## src/rtl/serial_subtractor.sv

```systemverilog
// Bit-serial unsigned subtractor, LSB first, start/ready/done handshake.
// One full-subtractor cell plus shift registers replaces the borrow chain.
module serial_subtractor #(
  parameter int WIDTH = 4
) (
  input  logic             clk,
  input  logic             rst,
  input  logic             start,
  input  logic [WIDTH-1:0] a,
  input  logic [WIDTH-1:0] b,
  output logic             ready,
  output logic [WIDTH-1:0] out,
  output logic             borrow,
  output logic             done
);

  localparam int CW = $clog2(WIDTH + 1);

  typedef enum logic [1:0] {
    IDLE,
    RUN,
    DONE
  } state_t;

  state_t state, state_nx;

  logic [WIDTH-1:0] a_sr, b_sr, res, res_nx;
  logic [CW-1:0]    cnt;
  logic             bw, bw_nx, d, last;

  assign d     = a_sr[0] ^ b_sr[0] ^ bw;
  assign bw_nx = (~a_sr[0] & b_sr[0])
               | (~(a_sr[0] ^ b_sr[0]) & bw);
  assign last  = (cnt == CW'(WIDTH - 1));

  // New bit enters at the MSB so the LSB-first stream lands in order
  generate
    if (WIDTH == 1) begin : g_w1
      assign res_nx = d;
    end else begin : g_wn
      assign res_nx = {d, res[WIDTH-1:1]};
    end
  endgenerate

  always_ff @(posedge clk) begin
    if (rst) state <= IDLE;
    else     state <= state_nx;
  end

  always_comb begin
    state_nx = state;
    ready    = (state == IDLE);
    done     = (state == DONE);
    unique case (state)
      IDLE:    if (start) state_nx = RUN;
      RUN:     if (last)  state_nx = DONE;
      DONE:    state_nx = IDLE;
      default: state_nx = IDLE;
    endcase
  end

  always_ff @(posedge clk) begin
    if (rst) begin
      a_sr   <= '0;
      b_sr   <= '0;
      res    <= '0;
      bw     <= 1'b0;
      cnt    <= '0;
      out    <= '0;
      borrow <= 1'b0;
    end else begin
      unique case (state)
        IDLE: begin
          if (start) begin
            a_sr <= a;
            b_sr <= b;
            res  <= '0;
            bw   <= 1'b0;
            cnt  <= '0;
          end
        end
        RUN: begin
          a_sr <= a_sr >> 1;
          b_sr <= b_sr >> 1;
          bw   <= bw_nx;
          res  <= res_nx;
          cnt  <= cnt + CW'(1);
          if (last) begin
            out    <= res_nx;
            borrow <= bw_nx;
          end
        end
        default: ;
      endcase
    end
  end

endmodule
```

## config.mk

```make
export PLATFORM = sky130hd
export DESIGN_NAME = serial_subtractor
export DESIGN_NICKNAME = d
export VERILOG_FILES = /design/src/rtl/serial_subtractor.sv
export SDC_FILE = /design/constraint.sdc
export NUM_CORES = 1
export LEC_CHECK = 0
export CAP_MARGIN = 20
export CORE_ASPECT_RATIO = 0.8
export CORE_UTILIZATION = 53
export DETAILED_ROUTE_END_ITERATION = 6
export PLACE_DENSITY = 0.92
export SLEW_MARGIN = 20
export SYNTH_ARGS = -nofsm -noshare
export SYNTH_HDL_FRONTEND = slang
export SYNTH_SLANG_ARGS = --single-unit
```

## constraint.sdc

```tcl
create_clock -name clk -period 2.6 [get_ports clk]
set_clock_uncertainty 0.1 [all_clocks]
set_input_delay 0.52 -clock clk [delete_from_list [all_inputs] [get_ports clk]]
set_output_delay 0.52 -clock clk [all_outputs]
set_load 0.02 [all_outputs]
```

==> results by group, run 1 <==
Status
  • Status: finished, final reports clean

Cells and area
  • Syn-to-layout area delta: 19.4%
  • # diodes: 0
  • Post-Layout Cell Count: 142
  • # nets final: 136
  • FILL cells: 129
  • Layout cells sized above 1: 0.117

Die
  • Die area: 2020 µm²
  • Starting Density: 0.582
  • FP Rows: 13
  • Chip height: 40.4 µm
  • Die W: 49.9 µm
  • Core area: 1680 µm²
  • Ports: 18

Clock network
  • Clock transition at the registers of the reported paths: 0.11 ns
  • Clock root cell: clkbuf_4
  • CTS buffer count: 3
  • Skew-Pair Late Insertion Delay: 0.31 ns
  • Hold Buf Count CTS: 0
  • Post_cts resized: 0
  • Clk sinks: 22
  • CTS tree: built
  • Clk buf depth: 2
  • H-tree levels: 1
  • Post-CTS Setup Repair Bufs: 0

Power and ir drop
  • Clk pwr share: 0.247
  • Logic gate share of total power: 0.154
  • Total power draw: 0.000613 W
  • Peak VDD IR: 0.000505 V
  • Pwr dens: 527 nW/µm²
  • Leak: 0.425 nW
  • Switching Share: 0.257
  • Cell Int Power: 0.000456 W
  • P_sw: 0.000158 W
  • Register share of total power: 0.599

STA
  • Worst slew margin: 0.707
  • Endpoints failing hold: 0
  • Final worst path period share: 0.925
  • RSZ-0062 raised after global routing: no
  • Final WS setup: 0.195 ns
  • Fin Setup TNS: 0 ns
  • Worst slew pin tran: 0.438 ns
  • Final Max Slew Viols: 0
  • Tmin final: 2.41 ns
  • Final Setup Violations: 0
  • Max Fclk: 416 MHz

Route
  • Vias per Instance: 5.73
  • Avg WL per Cell: 13.8 µm
  • Pre-antenna DRT Iters: 4
  • Final ANT Viol Nets: 0
  • Drt drc: 0
  • Initial DRC Count: 20
  • Vias post-DR: 813
  • Total routed wirelength: 1960 µm

Critical path
  • Critical R2R Launch: cnt[0]
  • Critical Path RT: 1.98 ns
  • Critical path's slowest cell: clkdlybuf4s50_1
  • Family with the most delay on the worst path: buffers and inverters
  • Crit Path Category: register to output port
  • Critical path origin: state[1]
  • CP Cell Sequence: inv_1 > nor2_1 > clkdlybuf4s50_1
  • Setup crit end kind: output port
  • Crit start category: register
  • Largest stage delay, worst path: 0.61 ns
  • Crit path DAT: 1.79 ns
  • Worst path buffer plus inverter count: 2
  • CP max FO: 12

Placed design
  • Input/output buffers: 17
  • Dpl hpwl: 1430 µm
  • Placed cell count: 139
  • RD Place Congestion: 0.803
  • Pre-CTS WS: 0.565 ns

GRT
  • Initial antenna violation count: 0
  • Gr ovfl total: 0
  • First-pass GRT wire length: 3250 µm
  • Largest net degree at the start of global routing: 15
  • Number of global-route vias before repair: 734
  • Gr usage total: 0.229

Logic synthesis
  • Synth warn: 0
  • Mapped Avg Cell Area: 9.28 µm²
  • Gate Count Post-Synth: 105
  • Post-synthesis cell area: 975 µm²
  • Synth cell types: 32
  • Syn nets: 119
  • Sequential fraction of the synthesis area: 0.452
  • FF+latch count, synth: 22

Worst hold path
  • Hold Crit Start: out[3]
  • Worst Hold Class: register to register

Flow run
  • Max-cap violations: 0
## flip-flops by register name, indices dropped and copies added (netlist names)
register,count
state,2
a_sr,4
bw,1
b_sr,4
cnt,3
out,4
borrow,1
res,3
## cell families after synthesis
logic type | Yosys count | synth area share
simple gates | 32 | 0.166
fa+ha+maj | 3 | 0.0462
buf+inv | 16 | 0.0821
compound gates | 31 | 0.244
mux | 1 | 0.0103
flops | 22 | 0.452
## cell type report
type                            count  area, µm²  share of cell area
Timing Repair Buffer               19        185               0.159
Clock buffer                        3       22.5              0.0194
Multi-Input combinational cell     67        454               0.390
Inverter                            9       33.8              0.0290
Sequential cell                    22        440               0.378
Tap cell                           22       27.5              0.0237
## synthesized netlist by cell type, drive strengths merged
master,count,area (µm²)
mux2i,1,10.0
a32oi,2,17.5
dfxtp,22,440
or2b,1,11.3
fa,1,20.0
inv,9,33.8
a2bb2oi,2,17.5
a21oi,11,55.1
o21bai,1,18.8
o22ai,3,18.8
ha,2,25.0
a211oi,2,15.0
o221a,4,45.0
clkbuf,2,7.51
a311oi,1,15.0
a22oi,4,30.0
nand3b,1,7.51
and2b,1,10.0
nand2b,1,6.26
nand2,5,18.8
o21ai,1,5.00
nand3,4,20.0
nor3,1,5.00
buf,5,38.8
nor2b,1,6.26
or3b,1,8.76
nor2,16,67.6
## power groups by stage
stage | Sequential (W) | Combinational (W) | Clock [W]
after floorplan | 0.000368 | 0.0000703 | 0
after global placement | 0.000374 | 0.0000901 | 0
after detailed placement | 0.000375 | 0.0000940 | 0
after CTS | 0.000367 | 0.0000947 | 0.000157
after global routing | 0.000369 | 0.000105 | 0.000167
final | 0.000367 | 0.0000943 | 0.000152
## worst reg2reg max path: stages (launching register included)
cell and delay [ns]:
dfxtp_1 0.36, ha_1 0.16, ha_1 0.33, nand3b_1 0.26, nand2_1 0.14, a21oi_1 0.07
## per-stage QoR
stage | utilization | hold WS, ns | instance area [µm²]
floorplan | - | 0.344 | 975
global placement | 0.681 | 0.346 | 1140
detailed placement | 0.681 | 0.352 | 1140
CTS | 0.695 | 0.368 | 1160
global route | 0.695 | 0.375 | 1160
finish | 0.695 | 0.362 | 1160
## placed cells by master (no fill, tap or decap), types with 2 or more instances in the layout
master / netlist / routed
a2bb2oi_1: 2 / 2
a22oi_1: 4 / 4
dfxtp_1: 22 / 22
clkbuf_4: 0 / 3
clkdlybuf4s50_1: 0 / 17
ha_1: 2 / 2
buf_4: 1 / 2
nand3_1: 4 / 4
o221a_2: 3 / 3
inv_1: 9 / 9
o22ai_1: 3 / 3
nand2_1: 5 / 5
a21oi_1: 11 / 11
a211oi_1: 2 / 2
a32oi_1: 2 / 2
nor2_1: 15 / 15
## per-layer routing
metal | up-vias | share of wire | track usage
li1 | 403 | - | -
met1 | 380 | 0.46 | 0.269
met2 | 25 | 0.48 | 0.419
met3 | 5 | 0.049 | 0.0682
met4 | 0 | 0.011 | 0.0643
met5 | - | 0 | 0
## final timing paths
path	depth (start not counted)	to	slack [ns]
max	3	done	0.19
min	2	out[3]	0.36
max reg2reg	5	out[0]	1.08
min reg2reg	2	out[3]	0.36
(Power assumes the default switching activity.)
==> inputs of run 2 (changes only) <==
--- a/config.mk
+++ b/config.mk
@@ -5,7 +5,6 @@
 export SDC_FILE = /design/constraint.sdc
 export NUM_CORES = 1
 export LEC_CHECK = 0
-export CAP_MARGIN = 20
 export CORE_ASPECT_RATIO = 0.8
 export CORE_UTILIZATION = 53
 export DETAILED_ROUTE_END_ITERATION = 6
==> results of run 2 <==
No change in the layout: final DEF, timing and power equal those of run 1.
==> inputs of run 3 (changes only) <==
--- a/config.mk
+++ b/config.mk
@@ -5,10 +5,11 @@
 export SDC_FILE = /design/constraint.sdc
 export NUM_CORES = 1
 export LEC_CHECK = 0
+export ABC_CLOCK_PERIOD_IN_PS = 2600
 export CORE_ASPECT_RATIO = 0.8
-export CORE_UTILIZATION = 53
+export CORE_UTILIZATION = 30
 export DETAILED_ROUTE_END_ITERATION = 6
-export PLACE_DENSITY = 0.92
+export PLACE_DENSITY = 0.62
 export SLEW_MARGIN = 20
 export SYNTH_ARGS = -nofsm -noshare
 export SYNTH_HDL_FRONTEND = slang
==> results by group, run 3 (synthesized netlist as in run 1, its figures left out) <==
Status
  • Status: finished, final reports clean (unchanged)

Clock network
  • CTS buffer count: 3 (unchanged)
  • CTS tree: built (unchanged)
  • Clk sinks: 22 (unchanged)
  • Clk buf depth: 2 (unchanged)
  • Hold Buf Count CTS: 0 (unchanged)
  • H-tree levels: 1 (unchanged)
  • Post-CTS Setup Repair Bufs: 0 (unchanged)
  • Skew-Pair Late Insertion Delay: 0.25 ns (was 0.31 ns)
  • Post_cts resized: 0 (unchanged)
  • Clock transition at the registers of the reported paths: 0.08 ns (was 0.11 ns)
  • Clock root cell: clkbuf_8 (was clkbuf_4)

Route
  • Pre-antenna DRT Iters: 4 (unchanged)
  • Vias per Instance: 4.91 (was 5.73)
  • Final ANT Viol Nets: 0 (unchanged)
  • Total routed wirelength: 2070 µm (was 1960 µm)
  • Vias post-DR: 790 (was 813)
  • Drt drc: 0 (unchanged)
  • Initial DRC Count: 22 (was 20)
  • Avg WL per Cell: 12.8 µm (was 13.8 µm)

Critical path
  • Critical Path RT: 1.98 ns (about the same)
  • Critical path's slowest cell: clkdlybuf4s50_1 (unchanged)
  • Crit path DAT: 1.70 ns (was 1.79 ns)
  • Largest stage delay, worst path: 0.61 ns (about the same)
  • Crit Path Category: register to output port (unchanged)
  • CP max FO: 12 (unchanged)
  • Worst path buffer plus inverter count: 2 (unchanged)
  • Family with the most delay on the worst path: buffers and inverters (unchanged)
  • Critical R2R Launch: cnt[0] (unchanged)
  • R2R Setup Slk: 1.11 ns (was 1.08 ns)
  • CP Cell Sequence: inv_1 > nor2_1 > clkdlybuf4s50_1 (unchanged)
  • Setup crit end kind: output port (unchanged)
  • Critical R2R Capture: out[1] (was out[0])
  • R2r worst-path depth: 5 (unchanged)
  • Crit start category: register (unchanged)

GRT
  • Gr ovfl total: 0 (unchanged)
  • First-pass GRT wire length: 3480 µm (was 3250 µm)
  • Largest net degree at the start of global routing: 16 (was 15)
  • Number of global-route vias before repair: 756 (was 734)
  • Initial antenna violation count: 0 (unchanged)
  • Gr usage total: 0.130 (was 0.229)

Cells and area
  • # diodes: 0 (unchanged)
  • Post-Layout Cell Count: 161 (was 142)
  • Commonest non-fill, non-tap cell in the layout: dfxtp_1 (unchanged)
  • Syn-to-layout area delta: 25.0% (was 19.4%)
  • Most frequent cells in the layout: dfxtp_1, clkdlybuf4s50_1, nor2_1 (unchanged)
  • Largest regs: a_sr: 4 flops, b_sr: 4 flops, out: 4 flops (unchanged)
  • FILL cells: 289 (was 129)
  • # nets final: 136 (unchanged)
  • Layout cells sized above 1: 0.124 (was 0.117)

Placed design
  • Dpl hpwl: 1520 µm (was 1430 µm)
  • Input/output buffers: 17 (unchanged)
  • RD Place Congestion: 0.695 (was 0.803)
  • Placed cell count: 157 (was 139)

Power and ir drop
  • Pwr dens: 576 nW/µm² (was 527 nW/µm²)
  • Peak VDD IR: 0.000258 V (was 0.000505 V)
  • Leak: 0.440 nW (was 0.425 nW)

Die
  • Core area: 3090 µm² (was 1680 µm²)
  • Die W: 65.7 µm (was 49.9 µm)
  • Starting Density: 0.316 (was 0.582)
  • Ports: 18 (unchanged)
  • Chip height: 53.0 µm (was 40.4 µm)
  • FP Rows: 18 (was 13)
  • Die area: 3480 µm² (was 2020 µm²)

STA
  • Worst slew margin: 0.627 (was 0.707)
  • RSZ-0062 raised after global routing: no (unchanged)
  • Final Setup Violations: 0 (unchanged)
  • Max Fclk: 431 MHz (was 416 MHz)
  • Final worst path period share: 0.892 (was 0.925)
  • Tmin final: 2.32 ns (was 2.41 ns)
  • Worst slew pin tran: 0.558 ns (was 0.438 ns)
  • Final Max Slew Viols: 0 (unchanged)
  • Fin Setup TNS: 0 ns (unchanged)
  • Endpoints failing hold: 0 (unchanged)

Worst hold path
  • Hold Crit Start: out[0] (was out[3])
  • Worst Hold Class: register to register (unchanged)
  • Worst hold path endpoint: out[0] (was out[3])
  • Worst Hold Depth: 2 (unchanged)

Flow run
  • Max-cap violations: 0 (unchanged)
[run 3: changes by cell type in the layout (fill, tap and decap cells not counted)]
cell	delta
clkbuf_8	+4
clkbuf_4	-3
[run 3: worst max path at each step]
| stage | from | endpoint | slack [ns] | cells after the start |
|---|---|---|---|---|
| final | state[1] | done | 0.28 | 3 |
| after global routing | state[1] | done | 0.17 | 3 |
| after CTS | state[1] | done | 0.28 | 3 |
| after global placement | state[1] | done | 0.62 | 3 |
| after floorplan | state[1] | done | 1.15 | 3 |
| after detailed placement | state[1] | done | 0.56 | 3 |
[run 3: per-stage QoR]
step                setup slack [ns]   util  total power, W  hold WS [ns]  instance area (µm²)
global route                   0.174  0.395        0.000743         0.387                 1220
floorplan                       1.15      -        0.000438         0.344                  975
detailed placement             0.564  0.377        0.000469         0.354                 1160
global placement               0.616  0.377        0.000466         0.346                 1160
CTS                            0.277  0.395        0.000711         0.364                 1220
finish                         0.280  0.395        0.000702         0.362                 1220
[run 3: report_power, final]
group | switching, W | internal, W
sequential | 0.0000151 | 0.000353
clock | 0.000105 | 0.000135
combinational | 0.0000460 | 0.0000487
total | 0.000166 | 0.000536
[run 3: cell type report]
type                       instances  area [µm²]  area share
inverter                           9        33.8      0.0277
sequential                        22         440       0.361
clock buffer                       4        55.1      0.0452
multi-input combinational         67         454       0.373
timing repair buffer              19         185       0.152
tap                               40        50.0      0.0411
[run 3: layer usage]
layer  GRT usage  up-vias  wire length, µm
met4      0.0217        0                0
met5           0        -                0
met1       0.175      378             1010
met3      0.0323        0               79
met2       0.213       13              975
li1            -      399                -
[run 3: worst register-to-register path: stages (launching register included)]
cell and delay (ns):
dfxtp_1 0.35, ha_1 0.16, ha_1 0.32, nand3b_1 0.24, nand2_1 0.14, a21oi_1 0.07
==> variant 1 (flow settings as in run 2) <==
The 3 states of `state_t` get a one-hot encoding in 3 bits.
--- a/src/rtl/serial_subtractor.sv
+++ b/src/rtl/serial_subtractor.sv
@@ -18,6 +18,6 @@
 
-  typedef enum logic [1:0] {
-    IDLE,
-    RUN,
-    DONE
+  typedef enum logic [2:0] {
+    IDLE = 3'b001,
+    RUN  = 3'b010,
+    DONE = 3'b100
   } state_t;
Function: same outputs for any inputs over 10 cycles, from zero or initial values and one cycle with rst high; not proved beyond that.
==> variant 1 against run 2 <==
  * Cell area up 1.2%
  * Worst setup slack better by 0.096 ns
  * Wire length down 10%
  * Sequential cell count up 1
  * Non-clock buffer count down 1
  * Synthesized area up 1.3%
  * Total power up 1.7%
  * Register-to-register slack worse by 0.03 ns
  * Largest power group unchanged
==> variant 1: results (changes against run 2) <==
Post-Synth Adder-Cell Area=0.0456 (-0.000586); flop2flop setup slack=1.05 ns (-0.03 ns); vias in the first global route=619 (-16%); min-delay src=bw; post-synthesis sequential area ratio=0.466 (+0.0146); ratio of cells with drive above 1 in the final layout=0.113 (-0.00346); first-pass detailed-route iteration total=4 (unchanged); status=finished, final reports clean; multiplexer share of the synthesized area=0.0558 (+0.0455); syn_area_per_cell=11.1 um2 (+19%); # fillers=132 (+2.3%); Min Hold Slack=0.376 ns (+0.0138 ns); post-CTS sizing=0 (unchanged); Placed Cells=124 (-11%); DR vias/cell=5.63 (-1.8%); initial DRC count=9 (-55%); Worst Path Max Fanout=9 (-3); Tot GR Track Use=0.199 (-0.0298); Worst EP arrival=1.69 ns (-0.10 ns); r2r endpoint=a_sr[0]; compound-cell area share of the yosys netlist=0.151 (-0.0931); hold path cells=1 (-1); drt total wl=1.76 mm (-10%); maximum vdd ir drop=0.372 mV (-26%); Placer Congestion=0.742 (-7.7%); Post-Place Worst Slack=0.536 ns (-0.0283 ns); Reg2Reg Depth=3 (-2); first-pass GRT wire length=2.78 mm (-14%); Hold Crit Endpoint=bw; WL/cell=13.7 um (-0.70%); Synth warnings=0 (unchanged); Slew @ Worst Pin=0.443 ns (+0.00449 ns); Post-synth EDFFs=0 (unchanged); Net Sw Frac=0.244 (-0.0130); Detail Placement HPWL=1.32 mm (-7.2%); post-synthesis net count=103 (-13%); P_leak=0.431 nW (+1.4%); Critical R2R Launch=state[1]; Placed Instance Area=1150 um2 (+0.88%); ranking of synthesized cells by area=dfxtp_1 (47%), nor3_1 (4.6%), a22o_1 (4.4%); Final Hold Viols=0 (unchanged); Commonest cells post-synth=dfxtp_1 (23), nor3_1 (9), nor2_1 (6)
-- variant 1: cell types whose count changed after synthesis, moves of 5 or more --
cell,change
a21oi_1,-9
a22o_1,+5
nor2_1,-9
nor3_1,+8
-- variant 1: kinds of logic after synthesis --
logic type               after synthesis
flip-flops                            23
adder cells (fa/ha/maj)                3
AND/OR/NAND/NOR                       29
multiplexers                           5
buffers and inverters                 10
AO/OA/AOI/OAI                         19
-- variant 1: routing by layer --
metal,global-route usage,vias to the layer above,routed length [um]
met3,0.0795,5,89
met2,0.317,16,794
met4,0.0857,0,31
met5,0,-,0
li1,-,360,-
met1,0.243,339,842
-- variant 1: how the worst max path moves through the flow --
stage	startpoint	end	slack (ns)
final	state[2]	done	0.29
after global routing	state[2]	done	0.17
after CTS	state[2]	done	0.28
after detailed placement	rst	cnt[0]	0.54
after global placement	rst	cnt[0]	0.58
after floorplan	state[0]	ready	0.97
-- variant 1: power groups by stage --
stage | Clock (mW) | Combinational [mW] | Sequential, mW
floorplan | 0 | 0.0533 | 0.384
global placement | 0 | 0.0823 | 0.386
detailed placement | 0 | 0.0854 | 0.387
CTS | 0.165 | 0.0857 | 0.379
global route | 0.183 | 0.0938 | 0.381
finish | 0.159 | 0.0855 | 0.379
-- variant 1: area by class of cell --
type | instances | area, um2 | area share
Clock buffer | 4 | 26.3 | 0.0223
Inverter | 5 | 18.8 | 0.0159
Multi-Input combinational cell | 56 | 467 | 0.396
Sequential cell | 23 | 460 | 0.391
Tap cell | 22 | 27.5 | 0.0234
Timing Repair Buffer | 18 | 178 | 0.151
-- variant 1: critical path, stage by stage, from the launching register on --
cell	delay, ns
dfxtp_1	0.51
nor3b_1	0.23
clkdlybuf4s50_1	0.64
==> variant 2 (config.mk and constraints of run 2) <==
Made on the original files. Change the parameter `WIDTH` from 4 to 8.
--- a/src/rtl/serial_subtractor.sv
+++ b/src/rtl/serial_subtractor.sv
@@ -3,3 +3,3 @@
 module serial_subtractor #(
-  parameter int WIDTH = 4
+  parameter int WIDTH = 8
 ) (
Ports: changed (resized a, b and out); port bits go from 18 to 30. The function was not compared with the original's and may differ.
==> variant 2 against run 2 <==
  * Critical path depth shrank 1
  * Sequential power up 75%
  * Highest routed layer unchanged
  * Total power rose by 97%
  * Worst setup slack gained 0.17 ns
  * Register-to-register slack lost 0.43 ns
  * Sequential cell count up 17
  * Synthesized cell count increased by 100%
  * Cell area up 87%
  * Largest power group unchanged
  * Cell count is 94% higher
  * Wire length is 87% higher
  * Synthesized area increased by 84%
==> variant 2: results (changes against run 2) <==
Layout area overhead=21.7%; Post-Synth Adder-Cell Area=0.0182 (-0.0280); multiplexer share of the synthesized area=0.00559 (-0.00468); DR vias/cell=5.60 (-2.2%); initial antenna violation count=0 (unchanged); Placed Instance Area=2090 um2 (+83%); hold path cells=2 (unchanged); # fillers=253 (+96%); ratio of cells with drive above 1 in the final layout=0.119 (+0.00248); Worst EP arrival=1.62 ns (-0.17 ns); Sw Pwr=0.295 mW (+87%); largest registers=a_sr: 8 flops, b_sr: 8 flops, out: 8 flops; HP Class=reg2reg; P_leak=0.797 nW (+88%); Antenna diodes=0 (unchanged); Clock Latency Late Sink=0.30 ns; Synth warnings=0 (unchanged); Placed Cells=268 (+93%); Tot GR Track Use=0.232 (+0.00289); Commonest cells post-synth=dfxtp_1 (39), a21oi_1 (31), nor2_1 (27); compound-cell area share of the yosys netlist=0.251 (+0.00715); status=finished, final reports clean; clock-pin slew on the worst setup and hold paths=0.07 ns (-0.04 ns); # port buffers=29 (+12); post-synthesis net count=232 (+95%); nets@finish=256 (+88%); Detail Placement HPWL=2.45 mm (+72%); clock buffer count from CTS=5 (+2); Netlist cell types=35 (+9.4%); first-pass GRT wire length=6.07 mm (+87%); Slew headroom=0.594 (-0.113); Async SR Flop Fraction=0 (unchanged); first-pass detailed-route iteration total=5 (+1); Post-Place Worst Slack=0.377 ns (-0.187 ns); Reg2Reg Depth=4 (-1); largest net degree at the start of global routing=29 (+14); XOR/XNOR share of the synthesized area=0 (unchanged); clk root buf=clkbuf_8; H-tree lvl count=2 (+1); post-CTS sizing=0 (unchanged); Max Cap Viol=0 (unchanged); post-synthesis sequential area ratio=0.436 (-0.0155); Worst Path Max Fanout=16 (+4); Max Root-Sink Buffers=2 (unchanged); Placer Congestion=0.796 (-0.98%); WL/cell=13.4 um (-3.3%); syn_area_per_cell=8.48 um2 (-8.7%); maximum vdd ir drop=0.397 mV (-21%); initial DRC count=122 (+510%); vias in the first global route=1267 (+73%); Slew Limit Fails=0 (unchanged); ranking of synthesized cells by area=dfxtp_1 (44%), a21oi_1 (8.7%), nor2_1 (5.7%); Finished Layout Cells=275 (+94%)
variant 2: cell count changes after synthesis, sizes merged, moves of 3 or more:
cell	run 2	this run
a21oi	11	31
dfxtp	22	39
nor2	16	27
buf	5	13
nand2b	1	9
o31ai	0	8
nand3	4	10
or3b	1	7
nor2b	1	6
nor3	1	6
a22oi	4	8
clkbuf	2	6
o221a	4	7
variant 2: cells by family after synthesis:
logic type / after synthesis
simple gates: 75
fa+ha+maj: 2
compound gates: 66
mux: 1
flops: 39
buf+inv: 28
variant 2: path summary, 6_finish.rpt:
kind / endpoint / start / slack, ns
max: done / state[0] / 0.36
min: out[4] / out[4] / 0.37
max reg2reg: out[6] / state[0] / 0.65
min reg2reg: out[4] / out[4] / 0.37
variant 2: layout make-up:
type,count,share of cell area
Timing Repair Buffer,36,0.157
Inverter,9,0.0155
Clock inverter,1,0.00230
Multi-Input combinational cell,144,0.405
Sequential cell,39,0.359
Tap cell,40,0.0230
Clock buffer,6,0.0379
variant 2: power groups by stage:
stage	Sequential, mW	Combinational, mW	Clock, mW
3_5_place_dp	0.657	0.152	0
3_3_place_gp	0.657	0.150	0
5_1_grt	0.648	0.170	0.436
2_1_floorplan	0.649	0.109	0
4_1_cts	0.644	0.153	0.416
6_report	0.644	0.152	0.410
variant 2: layer usage:
| metal | share of wire | global-route usage | vias up |
|---|---|---|---|
| li1 | - | - | 795 |
| met1 | 0.49 | 0.320 | 700 |
| met2 | 0.44 | 0.345 | 39 |
| met3 | 0.048 | 0.0445 | 6 |
| met4 | 0.023 | 0.117 | 0 |
| met5 | 0 | 0 | - |
variant 2: worst max-delay path, stage by stage (launching register included):
cell,delay [ns]
dfxtp_1,0.67
nor2b_1,0.10
clkdlybuf4s50_1,0.55
